--- src/rtl/sha_sigma_pkg.sv ---
// Shared op codes and SHA-2 sigma rotate/shift tables for the rotate/sigma pipeline.
// Table rows are S0, S1, s0, s1; columns are terms A, B, C (C is a right shift for s0/s1).
package sha_sigma_pkg;

  localparam logic [2:0] OP_ROTR = 3'd0;
  localparam logic [2:0] OP_SHR  = 3'd1;
  localparam logic [2:0] OP_S0B  = 3'd2;
  localparam logic [2:0] OP_S1B  = 3'd3;
  localparam logic [2:0] OP_S0S  = 3'd4;
  localparam logic [2:0] OP_S1S  = 3'd5;

  localparam int SIG32 [4][3] = '{'{2, 13, 22}, '{6, 11, 25}, '{7, 18, 3}, '{17, 19, 10}};
  localparam int SIG64 [4][3] = '{'{28, 34, 39}, '{14, 18, 41}, '{1, 8, 7}, '{19, 61, 6}};

  function automatic logic is_sigma(input logic [2:0] op);
    return (op == OP_S0B) || (op == OP_S1B) || (op == OP_S0S) || (op == OP_S1S);
  endfunction

  function automatic logic is_reserved(input logic [2:0] op);
    return op[2:1] == 2'b11;
  endfunction

  // Term C of the small sigmas is a logical shift, not a rotate.
  function automatic logic term_c_is_shr(input logic [2:0] op);
    return (op == OP_S0S) || (op == OP_S1S);
  endfunction

  function automatic int sigma_amt(input int width, input logic [2:0] op, input int term);
    logic [1:0] row;
    row = 2'(op - 3'd2);
    if (!is_sigma(op)) return 0;
    return (width == 64) ? SIG64[row][term] : SIG32[row][term];
  endfunction

endpackage

--- src/rtl/rotr_var.sv ---
// Combinational right-rotator: rotates data_i right by amt_i positions (modulo WIDTH).
module rotr_var #(
  parameter int WIDTH = 32,
  parameter int AW    = $clog2(WIDTH)
) (
  input  logic [WIDTH-1:0] data_i,
  input  logic [AW-1:0]    amt_i,
  output logic [WIDTH-1:0] rot_o
);

  logic [2*WIDTH-1:0] dbl;

  assign dbl   = {data_i, data_i} >> amt_i;
  assign rot_o = dbl[WIDTH-1:0];

endmodule

--- src/rtl/sha_sigma_pipe.sv ---
// Pipelined run-time ROTR/SHR and SHA-2 sigma unit with valid/ready flow control.
// Stage 0 captures the three rotated terms; the last stage holds their XOR.
module sha_sigma_pipe
  import sha_sigma_pkg::*;
#(
  parameter int WIDTH       = 32,
  parameter int PIPE_STAGES = 2,
  parameter int TAG_W       = 4
) (
  input  logic                     clk,
  input  logic                     reset,
  input  logic                     in_valid,
  output logic                     in_ready,
  input  logic [2:0]               in_op,
  input  logic [$clog2(WIDTH)-1:0] in_amt,
  input  logic [WIDTH-1:0]         in_data,
  input  logic [TAG_W-1:0]         in_tag,
  output logic                     out_valid,
  input  logic                     out_ready,
  output logic [WIDTH-1:0]         out_data,
  output logic [TAG_W-1:0]         out_tag,
  output logic                     out_err,
  output logic                     busy
);

  localparam int AW = $clog2(WIDTH);
  localparam logic [WIDTH-1:0] ONES = {WIDTH{1'b1}};

  if (WIDTH != 32 && WIDTH != 64) begin : g_bad_width
    $error("sha_sigma_pipe: WIDTH must be 32 or 64");
  end
  if (PIPE_STAGES != 1 && PIPE_STAGES != 2) begin : g_bad_stages
    $error("sha_sigma_pipe: PIPE_STAGES must be 1 or 2");
  end

  logic [AW-1:0]    amt_a, amt_b, amt_c;
  logic [WIDTH-1:0] rot_a, rot_b, rot_c;
  logic [WIDTH-1:0] term_a, term_b, term_c;
  logic             err_in;

  always_comb begin
    amt_a  = ((in_op == OP_ROTR) || (in_op == OP_SHR)) ? in_amt
                                                       : AW'(sigma_amt(WIDTH, in_op, 0));
    amt_b  = AW'(sigma_amt(WIDTH, in_op, 1));
    amt_c  = AW'(sigma_amt(WIDTH, in_op, 2));
    err_in = is_reserved(in_op);
    term_a = '0;
    term_b = '0;
    term_c = '0;
    if (in_op == OP_ROTR) begin
      term_a = rot_a;
    end else if (in_op == OP_SHR) begin
      term_a = rot_a & (ONES >> in_amt);
    end else if (is_sigma(in_op)) begin
      term_a = rot_a;
      term_b = rot_b;
      term_c = term_c_is_shr(in_op) ? (rot_c & (ONES >> amt_c)) : rot_c;
    end
  end

  rotr_var #(.WIDTH(WIDTH), .AW(AW)) u_rot_a (.data_i(in_data), .amt_i(amt_a), .rot_o(rot_a));
  rotr_var #(.WIDTH(WIDTH), .AW(AW)) u_rot_b (.data_i(in_data), .amt_i(amt_b), .rot_o(rot_b));
  rotr_var #(.WIDTH(WIDTH), .AW(AW)) u_rot_c (.data_i(in_data), .amt_i(amt_c), .rot_o(rot_c));

  logic             vld_last;
  logic [WIDTH-1:0] data_last;
  logic [TAG_W-1:0] tag_last;
  logic             err_last;

  if (PIPE_STAGES == 2) begin : g_two
    logic             vld_p0_q, vld_p1_q;
    logic [WIDTH-1:0] a_p0_q, b_p0_q, c_p0_q;
    logic [TAG_W-1:0] tag_p0_q, tag_p1_q;
    logic             err_p0_q, err_p1_q;
    logic [WIDTH-1:0] data_p1_q, data_p1_d;
    logic             ld_p0, ld_p1;

    assign ld_p1     = !vld_p1_q || out_ready;
    assign ld_p0     = !vld_p0_q || ld_p1;
    assign data_p1_d = a_p0_q ^ b_p0_q ^ c_p0_q;

    always_ff @(posedge clk) begin
      if (reset) begin
        vld_p0_q <= 1'b0;
        vld_p1_q <= 1'b0;
      end else begin
        if (ld_p0) vld_p0_q <= in_valid;
        if (ld_p1) vld_p1_q <= vld_p0_q;
      end
    end

    // stage 0: rotated terms
    always_ff @(posedge clk) begin
      if (ld_p0 && in_valid) begin
        a_p0_q   <= term_a;
        b_p0_q   <= term_b;
        c_p0_q   <= term_c;
        tag_p0_q <= in_tag;
        err_p0_q <= err_in;
      end
    end

    // stage 1: combined result
    always_ff @(posedge clk) begin
      if (ld_p1 && vld_p0_q) begin
        data_p1_q <= data_p1_d;
        tag_p1_q  <= tag_p0_q;
        err_p1_q  <= err_p0_q;
      end
    end

    assign in_ready  = ld_p0;
    assign busy      = vld_p0_q || vld_p1_q;
    assign vld_last  = vld_p1_q;
    assign data_last = data_p1_q;
    assign tag_last  = tag_p1_q;
    assign err_last  = err_p1_q;
  end else begin : g_one
    logic             vld_p0_q;
    logic [WIDTH-1:0] data_p0_q, data_p0_d;
    logic [TAG_W-1:0] tag_p0_q;
    logic             err_p0_q;
    logic             ld_p0;

    assign ld_p0     = !vld_p0_q || out_ready;
    assign data_p0_d = term_a ^ term_b ^ term_c;

    always_ff @(posedge clk) begin
      if (reset) vld_p0_q <= 1'b0;
      else if (ld_p0) vld_p0_q <= in_valid;
    end

    // stage 0: combined result
    always_ff @(posedge clk) begin
      if (ld_p0 && in_valid) begin
        data_p0_q <= data_p0_d;
        tag_p0_q  <= in_tag;
        err_p0_q  <= err_in;
      end
    end

    assign in_ready  = ld_p0;
    assign busy      = vld_p0_q;
    assign vld_last  = vld_p0_q;
    assign data_last = data_p0_q;
    assign tag_last  = tag_p0_q;
    assign err_last  = err_p0_q;
  end

  // Result fields read as zero whenever no result is presented, including after reset.
  assign out_valid = vld_last;
  assign out_data  = vld_last ? data_last : '0;
  assign out_tag   = vld_last ? tag_last : '0;
  assign out_err   = vld_last && err_last;

endmodule

--- config.mk ---
export PLATFORM = sky130hd
export DESIGN_NAME = sha_sigma_pipe
export DESIGN_NICKNAME = d
export VERILOG_FILES = /design/src/rtl/sha_sigma_pkg.sv /design/src/rtl/rotr_var.sv /design/src/rtl/sha_sigma_pipe.sv
export SDC_FILE = /design/constraint.sdc
export NUM_CORES = 1
export LEC_CHECK = 0
export ABC_AREA = 1
export CORE_ASPECT_RATIO = 1.1
export CORE_MARGIN = 5
export CORE_UTILIZATION = 40
export CTS_BUF_LIST = sky130_fd_sc_hd__clkbuf_8
export DETAILED_ROUTE_END_ITERATION = 8
export GPL_TIMING_DRIVEN = 1
export PLACE_DENSITY = 0.62
export SETUP_SLACK_MARGIN = 0.4
export SYNTH_ARGS = -nofsm -noshare
export SYNTH_HDL_FRONTEND = slang
export SYNTH_SLANG_ARGS = --single-unit
--- constraint.sdc ---
create_clock -name clk -period 7.8 [get_ports clk]
set_input_delay 2.34 -clock clk [delete_from_list [all_inputs] [get_ports clk]]
set_output_delay 2.34 -clock clk [all_outputs]
set_load 0.02 [all_outputs]
# --- Yosys cells after proc, flatten, opt, wreduce, memory -nomap -nowiden ---
# Index checks and enable logic that the tools add are counted.
totals:
  regBits: 140
  latch_bits: 0
  ramBits: 0
  mem_bits_ro: 0
  input_bits: 48
  out_inout_bits: 40
  word_cells: 57
  memories: 0
op_classes:
  n_addsub: 1
  multipliers: 0
  div: 0
  n_lt_le_gt_ge: 1
  n_eq_ne: 6
  shifts: 5
  n_mux: 13
  bitwise: 6
  n_reduce_logical: 15
op_table:
  columns: ["operator", "n"]
  rows:
  - ["$bmux W96 S2", 1]
  - ["$shr A64 B5 Y32", 3]
  - ["$mux W32", 5]
  - ["$mux W69", 2]
  - ["$and A32 B32 Y32", 2]
  - ["$shr A32 B5 Y32 const A", 2]
  - ["$xor A32 B32 Y32", 2]
  - ["$mux W5", 4]
  - ["$logic_or A1 B1 Y1", 8]
  - ["$eq A3 B2 Y1 const B", 2]
  - ["$eq A3 B3 Y1 const B", 2]
  - ["$mux W4", 1]
  - ["$eq A3 B1 Y1 const B", 1]
  - ["$ge A3 B3 Y1 const B", 1]
  - ["$logic_and A1 B1 Y1", 3]
  - ["$logic_not A3 Y1", 1]
  - ["$not A2 Y3", 1]
  - ["$reduce_or A3 Y1", 1]
  - ["$eq A2 B2 Y1 const B", 1]
  - ["$logic_not A1 Y1", 2]
  - ["$sub A2 B2 Y2 const B", 1]
  - ["$not A1 Y1", 1]

# --- Longest topological paths before layout ---
# Gate-level depths: netlist of run 1.
logic_depth:
  word_depth: 11
  depth_mapped: 17
  mapped_depth_nobuf: 17

# --- Cells and area by module ---
# Synthesis of run 1 repeated with hierarchy kept, for this count alone.
hier_totals:
  cells_unflattened: 1834
  area_unflattened_um2: 13121.3
by_module_without_submodules:
  columns: ["module", "n_inst", "cells_each", "area_per_inst_um2", "seq_area_each_um2"]
  rows:
  - ["sha_sigma_pipe", 1, 658, 6796.5, 4184.0]
  - ["rotr_var", 3, 392, 2108.3, 0.0]

# --- Least setup slack after synthesis of run 1 ---
# OpenSTA, ideal clock, no wires.
synth_timing:
  path_type: "input port to flip-flop"
  from: "input port out_ready"
  to: "register g_two.a_p0_q[0] (enable)"
  setup_ns: 0.454
  arrival_time_ns: 4.672
  required_time_ns: 7.346
  path_slack_ns: 2.674
  stages: 4
  path_buffers: 0
  path_cell_list: "inv_1 -> nand3_1 -> nand2_1 -> inv_1"
synth_between:
  elab_chain_len: 3
synth_rtl:
  columns: ["item", "line", "source"]
  rows:
  - ["from (decl)", "sha_sigma_pipe.sv:19", "input logic out_ready,"]
  - ["$logic_or A1 B1 Y1", "sha_sigma_pipe.sv:78", "assign ld_p1 = !vld_p1_q || out_ready;"]
  - ["$logic_or A1 B1 Y1", "sha_sigma_pipe.sv:79", "assign ld_p0 = !vld_p0_q || ld_p1;"]
  - ["net in_ready", "sha_sigma_pipe.sv:13", "output logic in_ready,"]
  - ["$logic_and A1 B1 Y1", "sha_sigma_pipe.sv:94", "if (ld_p0 && in_valid) begin"]
  - ["to (signal assigned)", "sha_sigma_pipe.sv:95", "a_p0_q <= term_a;"]
  - ["to (decl)", "sha_sigma_pipe.sv:72", "logic [WIDTH-1:0] a_p0_q, b_p0_q, c_p0_q;"]
# The timed path passes the listed nets, and every way through them passes these cells.
# A chain may end at the register's enable or synchronous reset.

# --- Final worst setup path of run 1 ---
layout_timing:
  from: "input port in_op[1]"
  to: "register g_two.a_p0_q[22] (data pin)"
layout_between:
  elab_chain_len: 11
  elab_cells_between_ends: 22
  cone_classes: "add/sub: 1; eq/ne: 5; shift: 1; mux: 8; bitwise: 2; reduce/logical: 5"
layout_rtl:
  columns: ["item", "line", "source"]
  rows:
  - ["from (decl)", "sha_sigma_pipe.sv:14", "input logic [2:0] in_op,"]
  - ["$sub A2 B2 Y2", "sha_sigma_pkg.sv:30", "row = 2'(op - 3'd2);"]
  - ["$not A2 Y3 (implied by the code)", "sha_sigma_pkg.sv:32", "return (width == 64) ? SIG64[row][term] : SIG32[row][term];"]
  - ["$bmux W96 S2", "sha_sigma_pkg.sv:32", null]
  - ["$mux W69 (2 in a row)", null, null]
  - ["$mux W5", "sha_sigma_pkg.sv:32", null]
  - ["$mux W5", "sha_sigma_pipe.sv:42", "amt_a = ((in_op == OP_ROTR) || (in_op == OP_SHR)) ? in_amt"]
  - ["$shr A64 B5 Y32", "rotr_var.sv:13", "assign dbl = {data_i, data_i} >> amt_i;"]
  - ["$mux W32 / $and A32 B32 Y32 (equally long branches)", "sha_sigma_pipe.sv:54, sha_sigma_pipe.sv:53", null]
  - ["$mux W32", "sha_sigma_pipe.sv:52", "end else if (in_op == OP_SHR) begin"]
  - ["$mux W32 (*)", "sha_sigma_pipe.sv:50", "if (in_op == OP_ROTR) begin"]
  - ["net term_a[22]", "sha_sigma_pipe.sv:38", "logic [WIDTH-1:0] term_a, term_b, term_c;"]
# The timed path passes the listed nets; every way through them passes the cells marked *. The select of a mux whose other input is x is not followed.

==> results of run 1 <==
worst register-to-register path: cells and delay by family, from the launching register on:
| family | cells | cell delay, ps |
|---|---|---|
| buffers and inverters | 3 | 1460 |
| and+or+nand+nor | 2 | 310 |
| DFF | 1 | 300 |
cells in the mapped netlist (all sizes together), types with 3 or more instances:
| cell | count |
|---|---|
| nand3 | 545 |
| edfxtp | 138 |
| buf | 66 |
| o21ai | 101 |
| nand4 | 3 |
| clkbuf | 48 |
| nand2 | 541 |
| nor2 | 132 |
| o211ai | 23 |
| a21oi | 37 |
| o31ai | 5 |
| inv | 144 |
| xnor2 | 64 |
| ha | 8 |
logic make-up (layout without fill, tap and decap cells):
family / count (synthesis) / in the layout / synth area share, %
simple gates: 1226 / 1226 / 43.8
buf+inv: 258 / 289 / 8.90
compound gates: 170 / 170 / 7.81
flops: 140 / 140 / 34.1
xor+xnor: 64 / 64 / 4.56
fa+ha+maj: 8 / 8 / 0.815
other cells: 0 / 1 / 0
power by group through the flow:
stage | Sequential [µW] | Combinational (µW) | Clock (µW)
2_1_floorplan | 978 | 701 | 0
3_3_place_gp | 1000 | 997 | 0
3_5_place_dp | 1000 | 998 | 0
4_1_cts | 986 | 1000 | 599
5_1_grt | 989 | 1120 | 630
6_report | 984 | 1030 | 588
metal layers:
layer | track usage, % | vias up | wire (µm)
li1 | - | 6301 | -
met1 | 40.2 | 6088 | 21200
met2 | 41.0 | 783 | 21100
met3 | 5.30 | 89 | 4580
met4 | 8.54 | 0 | 1540
met5 | 0 | - | 0
registers in the layout (all words and copies together), names as in the netlist:
register,cells
data_last,32
g_two.a_p0_q,32
g_two.b_p0_q,32
g_two.c_p0_q,32
g_two.tag_p0_q,4
g_two.tag_p1_q,4
err_last,1
g_two.err_p0_q,1
g_two.vld_p0_q,1
out_valid,1
layout make-up:
cell class | count | share of cell area [%]
repair buffers | 113 | 7.76
inverters | 144 | 3.97
clock inverters | 15 | 1.13
multi-input cells | 1468 | 51.2
diodes | 1 | 0.0182
clock buffers | 17 | 1.70
flip-flops and latches | 140 | 30.5
well taps | 414 | 3.77
through the flow:
step | hold WS (ps) | setup slack, ps
floorplan | 400 | 2670
global placement | 405 | 1440
detailed placement | 406 | 1260
CTS | 424 | 1750
global route | 439 | 1400
finish | 421 | 1570
path summary, 6_finish.rpt:
check / start / to / slack [ps]
max: in_op[1] / g_two.a_p0_q[22] / 1570
min: g_two.tag_p0_q[2] / g_two.tag_p1_q[2] / 420
max reg2reg: out_valid / g_two.b_p0_q[7] / 5340
min reg2reg: g_two.tag_p0_q[2] / g_two.tag_p1_q[2] / 420
==> flow_summary.json, run 1 <==
{
  "status": "finished clean",
  "instances_no_fill": 2312,
  "multi_input_area_mm2": 0.00703,
  "combPwrFrac_pct": 39.6,
  "drt-wirelength-per-cell_um": 21.0,
  "cpPeakStageDelay_ps": 780,
  "numCtsBuffers": 17,
  "drv_slew": 0,
  "final_common_cell": "nand3_1",
  "ioPinCount": 88,
  "power-per-cell-area_mw_per_mm2": 190,
  "final_nets": 1940,
  "grt_pass1_vias": 11500,
  "vias": 13300,
  "place_inst": 2279,
  "finalHoldViolCount": 0,
  "synth_area_leaders": "edfxtp_1 34%, nand3_1 22%, nand2_1 16%, xnor2_1 4.6%, inv_1 4.2%",
  "cts_buffer_depth": 2,
  "drc": 0,
  "wl_um": 48500,
  "required_ps": 8070,
  "placed_area_mm2": 0.0133,
  "grt-ovfl-total": 0,
  "dieWidth_um": 177,
  "switching_share_pct": 39.8,
  "yosys_most_used_dff": "edfxtp_1",
  "async_reset_ff_share_pct": 0,
  "dpl.hpwl_um": 37800,
  "cts_num_sinks": 140,
  "rows": 67,
  "ctsHoldBuffers": 0,
  "critPathCaptureType": "flip-flop",
  "finalSetupViolations": 0,
  "vias_per_cell": 5.74,
  "h-tree-depth": 4,
  "pwr-share-seq_pct": 37.8,
  "cts_tree": "built",
  "core-area_mm2": 0.0304,
  "synth_top_area_share_pct": 33.7,
  "crit_path_start_kind": "primary input",
  "ff2ff_path_depth": 5,
  "syn2layout_area_growth_pct": 11.9,
  "path_buf_inv": 2,
  "fin_tns_setup_ps": 0,
  "fill_cells": 3190,
  "p_leak_uw": 0.00622,
  "grt_util_all_layers_pct": 27.5,
  "root_buffer": "clkbuf_8",
  "whs_path_depth": 0,
  "synth_nets": 1922,
  "worst_path_most_repeated_cell": "nand3_1",
  "critPathMaxFanout": 36,
  "io_buffer_count": 87,
  "netlist_area_mm2": 0.0123,
  "yosysWarnings": 0,
  "finClkSkew_ps": 18.1,
  "start_util_pct": 40.4,
  "dieArea_mm2": 0.0343,
  "ys_ff_latch": 140,
  "cp_top_family": "simple AND/OR/NAND/NOR gates",
  "yosys.area.top_type": "edfxtp_1",
  "utilization_pct": 45.1,
  "register_area_mm2": 0.00418,
  "grt_max_degree": 69,
  "synth-edff-count": 138,
  "avgSynthCellArea_um2": 6.58,
  "clk_latency_ps": 450,
  "max_freq_mhz": 161,
  "timing.final.crit_share_pct": 79.9,
  "dr.first_iter.drc_count": 1897,
  "ctsResizeCount": 0,
  "die_y_um": 194,
  "hp-class": "flip-flop to flip-flop",
  "slew_headroom_pct": 13.4,
  "crit_slowest_cell": "o21ai_4",
  "total_power_uw": 2600,
  "path_cells": "clkdlybuf4s50_1, inv_1, ha_1, o21ai_2, nand2_4, nand2_4, o21ai_4, nand3_1, nand3_1, nand3_1, nand3_1, nand2_1, nor2_1",
  "grt_pass1_wl_um": 71700,
  "antenna_found_initial": 0,
  "rsz0062_at_grt": "false",
  "max_slew.worst_pin.slew_ps": 1290,
  "routabilityCongestion": 1.01,
  "synth_cell_type_count": 37,
  "p_switching_uw": 1040,
  "fin_crit_ps": 6230,
  "peakVddDrop_v": 0.0000972,
  "postCtsSetupBuffers": 0,
  "path_depth": 13,
  "ys_seq_area_share_pct": 34.1,
  "synthCells": 1866,
  "critPathKind": "primary input to flip-flop",
  "ant_nets": 0,
  "cp_data_arrival_time_ps": 6500,
  "p_int_uw": 1570,
  "p_clk_share_pct": 22.6,
  "drt_pre_antenna_iters": 7,
  "drive_gt1_share_pct": 4.69,
  "clk_pin_slew_worst_paths_ps": 80,
  "max_cap_viol_count": 0,
  "mostFrequentLayoutCells": "544 x nand3_1, 535 x nand2_1, 138 x edfxtp_1",
  "final_area_mm2": 0.0137
}
Note: power is estimated with default switching activity, not from simulation.
==> run 2: changes to the inputs <==
Clock period 7.8 ns to 5.8 ns, I/O delays scaled along.
==> run 2 against run 1 <==
Net effect:
- global-route usage fell by 0.056 points
- critical path depth is 2 higher
- non-clock buffer count up 11
- worst hold slack worse by 4.4 ps
- combinational power increased by 37%
- critical path type unchanged
- largest power group unchanged
==> flow_summary.json, run 2 (synthesized netlist as in run 1, its figures left out) <==
{
  "numCtsBuffers": 17,
  "final_common_cell": "nand3_1",
  "combPwrFrac_pct": 39.5,
  "p_int_uw": 2160,
  "drt-wirelength-per-cell_um": 20.8,
  "instances_no_fill": 2322,
  "p_leak_uw": 0.00631,
  "io_buffer_count": 87,
  "ant_nets": 0,
  "cp_data_arrival_time_ps": 5250,
  "rsz0062_at_grt": "false",
  "drt_pre_antenna_iters": 6,
  "r2r_end": "data_last[11]",
  "start_util_pct": 40.4,
  "syn2layout_area_growth_pct": 13.4,
  "rows": 67,
  "ctsHoldBuffers": 0,
  "ioPinCount": 88,
  "ff2ff_path_depth": 3,
  "switching_share_pct": 39.6,
  "r2r_slack_ps": 4020,
  "critPathCapture": "g_two.b_p0_q[20]",
  "antenna_found_initial": 0,
  "pwr-share-seq_pct": 36.7,
  "h-tree-depth": 4,
  "drc": 0,
  "peakVddDrop_v": 0.000132,
  "root_buffer": "clkbuf_8",
  "hp-start": "g_two.tag_p0_q[2]",
  "drv_slew": 0,
  "status": "finished clean",
  "fin_crit_ps": 5050,
  "finClkSkew_ps": 13.4,
  "max_cap_viol_count": 0,
  "timing.final.crit_share_pct": 87.0,
  "diodes": 0,
  "p_clk_share_pct": 23.8,
  "cts_buffer_depth": 2,
  "grt_max_degree": 102,
  "grt-ovfl-total": 0,
  "routabilityCongestion": 1.00,
  "core-area_mm2": 0.0304,
  "cts_num_sinks": 140,
  "crit_path_start_kind": "primary input",
  "max_slew.worst_pin.slew_ps": 773,
  "hp-class": "flip-flop to flip-flop",
  "critPathMaxFanout": 51,
  "dieWidth_um": 177,
  "fill_cells": 3248,
  "clk_latency_ps": 440,
  "power-per-cell-area_mw_per_mm2": 257,
  "mostFrequentLayoutCells": "544 x nand3_1, 535 x nand2_1, 138 x edfxtp_1",
  "grt_util_all_layers_pct": 27.4,
  "slew_headroom_pct": 48.4,
  "dpl.hpwl_um": 38200,
  "grt_pass1_vias": 11500,
  "max_freq_mhz": 198,
  "die_y_um": 194,
  "cts_tree": "built",
  "dr.first_iter.drc_count": 2097,
  "drive_gt1_share_pct": 5.40,
  "critPathKind": "primary input to flip-flop",
  "finalHoldViolCount": 0,
  "critPathCaptureType": "flip-flop",
  "grt_pass1_wl_um": 71800,
  "final_nets": 1951,
  "crit_start": "in_op[0]",
  "crit-reg2reg-launch": "out_valid",
  "vias": 13100,
  "worst_hold_slack_ps": 416,
  "fin_tns_setup_ps": 0,
  "vias_per_cell": 5.63,
  "finalSetupViolations": 0,
  "clk_pin_slew_worst_paths_ps": 80,
  "place_inst": 2290,
  "wl_um": 48200,
  "p_switching_uw": 1420,
  "dieArea_mm2": 0.0343,
  "required_ps": 6000
}
## run 2: worst min-delay path by stage
stage / endpoint / slack (ps) / cells after the start
floorplan: err_last / 400 / 0
global placement: g_two.tag_p1_q[2] / 400 / 0
detailed placement: g_two.tag_p1_q[2] / 410 / 0
CTS: g_two.tag_p1_q[2] / 410 / 0
global route: g_two.tag_p1_q[2] / 420 / 0
finish: g_two.tag_p1_q[2] / 420 / 0
## run 2: cell type report
| cell class | count | area, µm² | share of cell area [%] |
|---|---|---|---|
| clock buffer | 19 | 262 | 1.88 |
| clock inverter | 13 | 179 | 1.28 |
| inverter | 144 | 546 | 3.92 |
| multi-input combinational | 1468 | 7040 | 50.5 |
| sequential | 140 | 4180 | 30.0 |
| tap | 414 | 518 | 3.72 |
| timing repair buffer | 124 | 1200 | 8.61 |
## run 2: power groups by stage
stage,combinational [µW],clock (µW),sequential [µW]
3_3_place_gp,1380,0,1340
5_1_grt,1540,915,1320
2_1_floorplan,943,0,1310
4_1_cts,1380,870,1320
6_report,1410,852,1320
3_5_place_dp,1370,0,1340
## run 2: critical path, cell delays in order
cell and delay, ps:
clkdlybuf4s50_1 610, inv_1 230, ha_1 280, o21ai_2 340, nand2_4 250, nand2_4 430
buf_4 300, nand2_1 120, o21ai_1 190, nand2_1 110, and2_1 190, o21ai_1 190
nand2_1 80, nand3_1 100, inv_1 50
## run 2: repair_timing
| action | in CTS | in global routing |
|---|---|---|
| setup buffers | 0 | 0 |
| endpoints found under the setup margin | 0 | 1 |
| gates resized for setup | 0 | 1 |
## run 2: layer usage
| layer | part of all wire [%] | vias to the layer above | GRT usage [%] |
|---|---|---|---|
| met5 | 0 | - | 0 |
| met4 | 2.4 | 0 | 7.34 |
| met3 | 8.5 | 46 | 3.84 |
| met2 | 44 | 719 | 41.2 |
| met1 | 45 | 5984 | 41.3 |
| li1 | - | 6329 | - |
## run 2: stage by stage
step / cell area [µm²] / total power (µW) / setup slack, ps / utilization, %
after floorplan: 12300 / 2260 / 1270 / -
after global placement: 13500 / 2720 / 335 / 44.3
after detailed placement: 13500 / 2720 / 252 / 44.3
after CTS: 13900 / 3570 / 743 / 45.7
after global routing: 13900 / 3780 / 648 / 45.8
final: 13900 / 3580 / 753 / 45.8
==> run 3: changes to the inputs <==
Settings changed: DONT_BUFFER_PORTS from default to 1, PLACE_DENSITY 0.62 to 0.58, SETUP_SLACK_MARGIN 0.4 to 0.2.
==> run 3 against run 2 <==
Net effect:
- critical path depth is the same
- largest cell class unchanged
- clock power shrank 8.8%
- sequential power is essentially flat
- cell count shrank 4.0%
- non-clock buffer count shrank 93
- fmax grew 16%
- routed wire length shrank 1.3%
- register-to-register slack lost 910 ps
- combinational power shrank 7%
- via count shrank 2.1%
- sequential share of layout area grew 2.3 points
- highest routed layer unchanged
==> flow_summary.json, run 3 (synthesized netlist as in run 1, its figures left out) <==
{
  "critPathCaptureType": "flip-flop",
  "grt_util_all_layers_pct": 27.1,
  "ctsHoldBuffers": 0,
  "cts_tree": "built",
  "cts_num_sinks": 140,
  "dr.first_iter.drc_count": 2081,
  "instances_no_fill": 2229,
  "cts_buffer_depth": 2,
  "final_nets": 1858,
  "utilization_pct": 42.5,
  "clk_pin_slew_worst_paths_ps": 70,
  "dieArea_mm2": 0.0343,
  "syn2layout_area_growth_pct": 5.20,
  "setup_slack_ps": 1460,
  "drt-wirelength-per-cell_um": 21.4,
  "dpl.hpwl_um": 37200,
  "drc": 0,
  "dp_slack_ps": 1080,
  "max_slew.worst_pin.slew_ps": 1080,
  "rsz0062_at_grt": "false",
  "mostFrequentLayoutCells": "544 x nand3_1, 535 x nand2_1, 139 x inv_1",
  "drive_gt1_share_pct": 5.12,
  "clk_latency_ps": 440,
  "finalSetupViolations": 0,
  "fin_crit_ps": 4340,
  "fin_tns_setup_ps": 0,
  "cp_data_arrival_time_ps": 4570,
  "vias": 12800,
  "grt-ovfl-total": 0,
  "hp-class": "flip-flop to flip-flop",
  "peakVddDrop_v": 0.000144,
  "postCtsSetupBuffers": 0,
  "routabilityCongestion": 0.971,
  "ioPinCount": 88,
  "root_buffer": "clkbuf_8",
  "fill_cells": 3265,
  "drt_pre_antenna_iters": 7,
  "p_leak_uw": 0.00592,
  "grt_pass1_vias": 11100,
  "grt_max_degree": 83,
  "die_y_um": 194,
  "finClkSkew_ps": 13.0,
  "critPathKind": "primary input to flip-flop",
  "slew_headroom_pct": 27.9,
  "ctsResizeCount": 0,
  "finalHoldViolCount": 0,
  "rows": 67,
  "dieWidth_um": 177,
  "power-per-cell-area_mw_per_mm2": 265,
  "grt_pass1_wl_um": 70900,
  "antenna_found_initial": 0,
  "final_common_cell": "nand3_1",
  "vias_per_cell": 5.75,
  "crit_path_start_kind": "primary input",
  "diodes": 0,
  "critPathMaxFanout": 21,
  "start_util_pct": 40.4,
  "h-tree-depth": 4,
  "wl_um": 47600,
  "place_inst": 2197,
  "ant_nets": 0,
  "max_cap_viol_count": 0,
  "core-area_mm2": 0.0304,
  "drv_slew": 0,
  "worst_hold_slack_ps": 422,
  "max_freq_mhz": 230,
  "io_buffer_count": 0,
  "status": "finished clean",
  "timing.final.crit_share_pct": 74.9,
  "required_ps": 6030,
  "numCtsBuffers": 17
}
run 3: cell types whose count changed in the layout (fill, tap and decap cells not counted), moves of 3 or more:
cell,change
buf_12,-3
clkdlybuf4s50_1,-87
inv_6,-4
inv_1,+3
buf_4,-3
run 3: routing by layer:
metal / global-route usage, % / up-vias / wire length (µm)
met5: 0 / - / 0
met4: 6.82 / 0 / 1300
met3: 6.30 / 84 / 5040
met2: 39.5 / 744 / 20400
met1: 40.6 / 5841 / 20900
li1: - / 6140 / -
run 3: worst paths after layout:
path / from / endpoint / slack [ps] / depth (start not counted)
worst max register to register: out_valid / g_two.a_p0_q[18] / 3110 / 4
worst min-delay path: g_two.tag_p0_q[1] / g_two.tag_p1_q[1] / 420 / 0
worst max-delay path: in_op[1] / g_two.c_p0_q[26] / 1460 / 15
worst min register to register: g_two.tag_p0_q[1] / g_two.tag_p1_q[1] / 420 / 0
run 3: layout make-up:
class | instances | area (µm²) | share of cell area [%]
clock inverters | 15 | 159 | 1.23
well taps | 414 | 518 | 4.01
multi-input cells | 1468 | 7030 | 54.4
inverters | 144 | 546 | 4.22
flip-flops and latches | 140 | 4190 | 32.4
repair buffers | 31 | 245 | 1.90
clock buffers | 17 | 234 | 1.81
run 3: power by group:
group	internal, µW	leakage [µW]	switching [µW]	total [µW]
clock network	416	0.000200	361	777
registers	1260	0.00139	68.0	1330
logic	389	0.00433	925	1310
total	2070	0.00592	1350	3420
run 3: through the flow:
stage,power [µW],instance area [µm²]
floorplan,2260,12300
global placement,2630,12500
detailed placement,2630,12500
CTS,3400,12900
global route,3620,12900
finish,3420,12900
run 3: critical path, stage by stage:
cell     delay (ps)
inv_1           260
ha_1            290
o21ai_2         140
nand2_4         240
nand2_2          80
inv_1           580
buf_4           320
nand3_1          90
nand2_1          90
nand2_1          70
nand2_1          90
nand2_1          50
nand2_1         140
nand3_1          90
a21oi_1         260
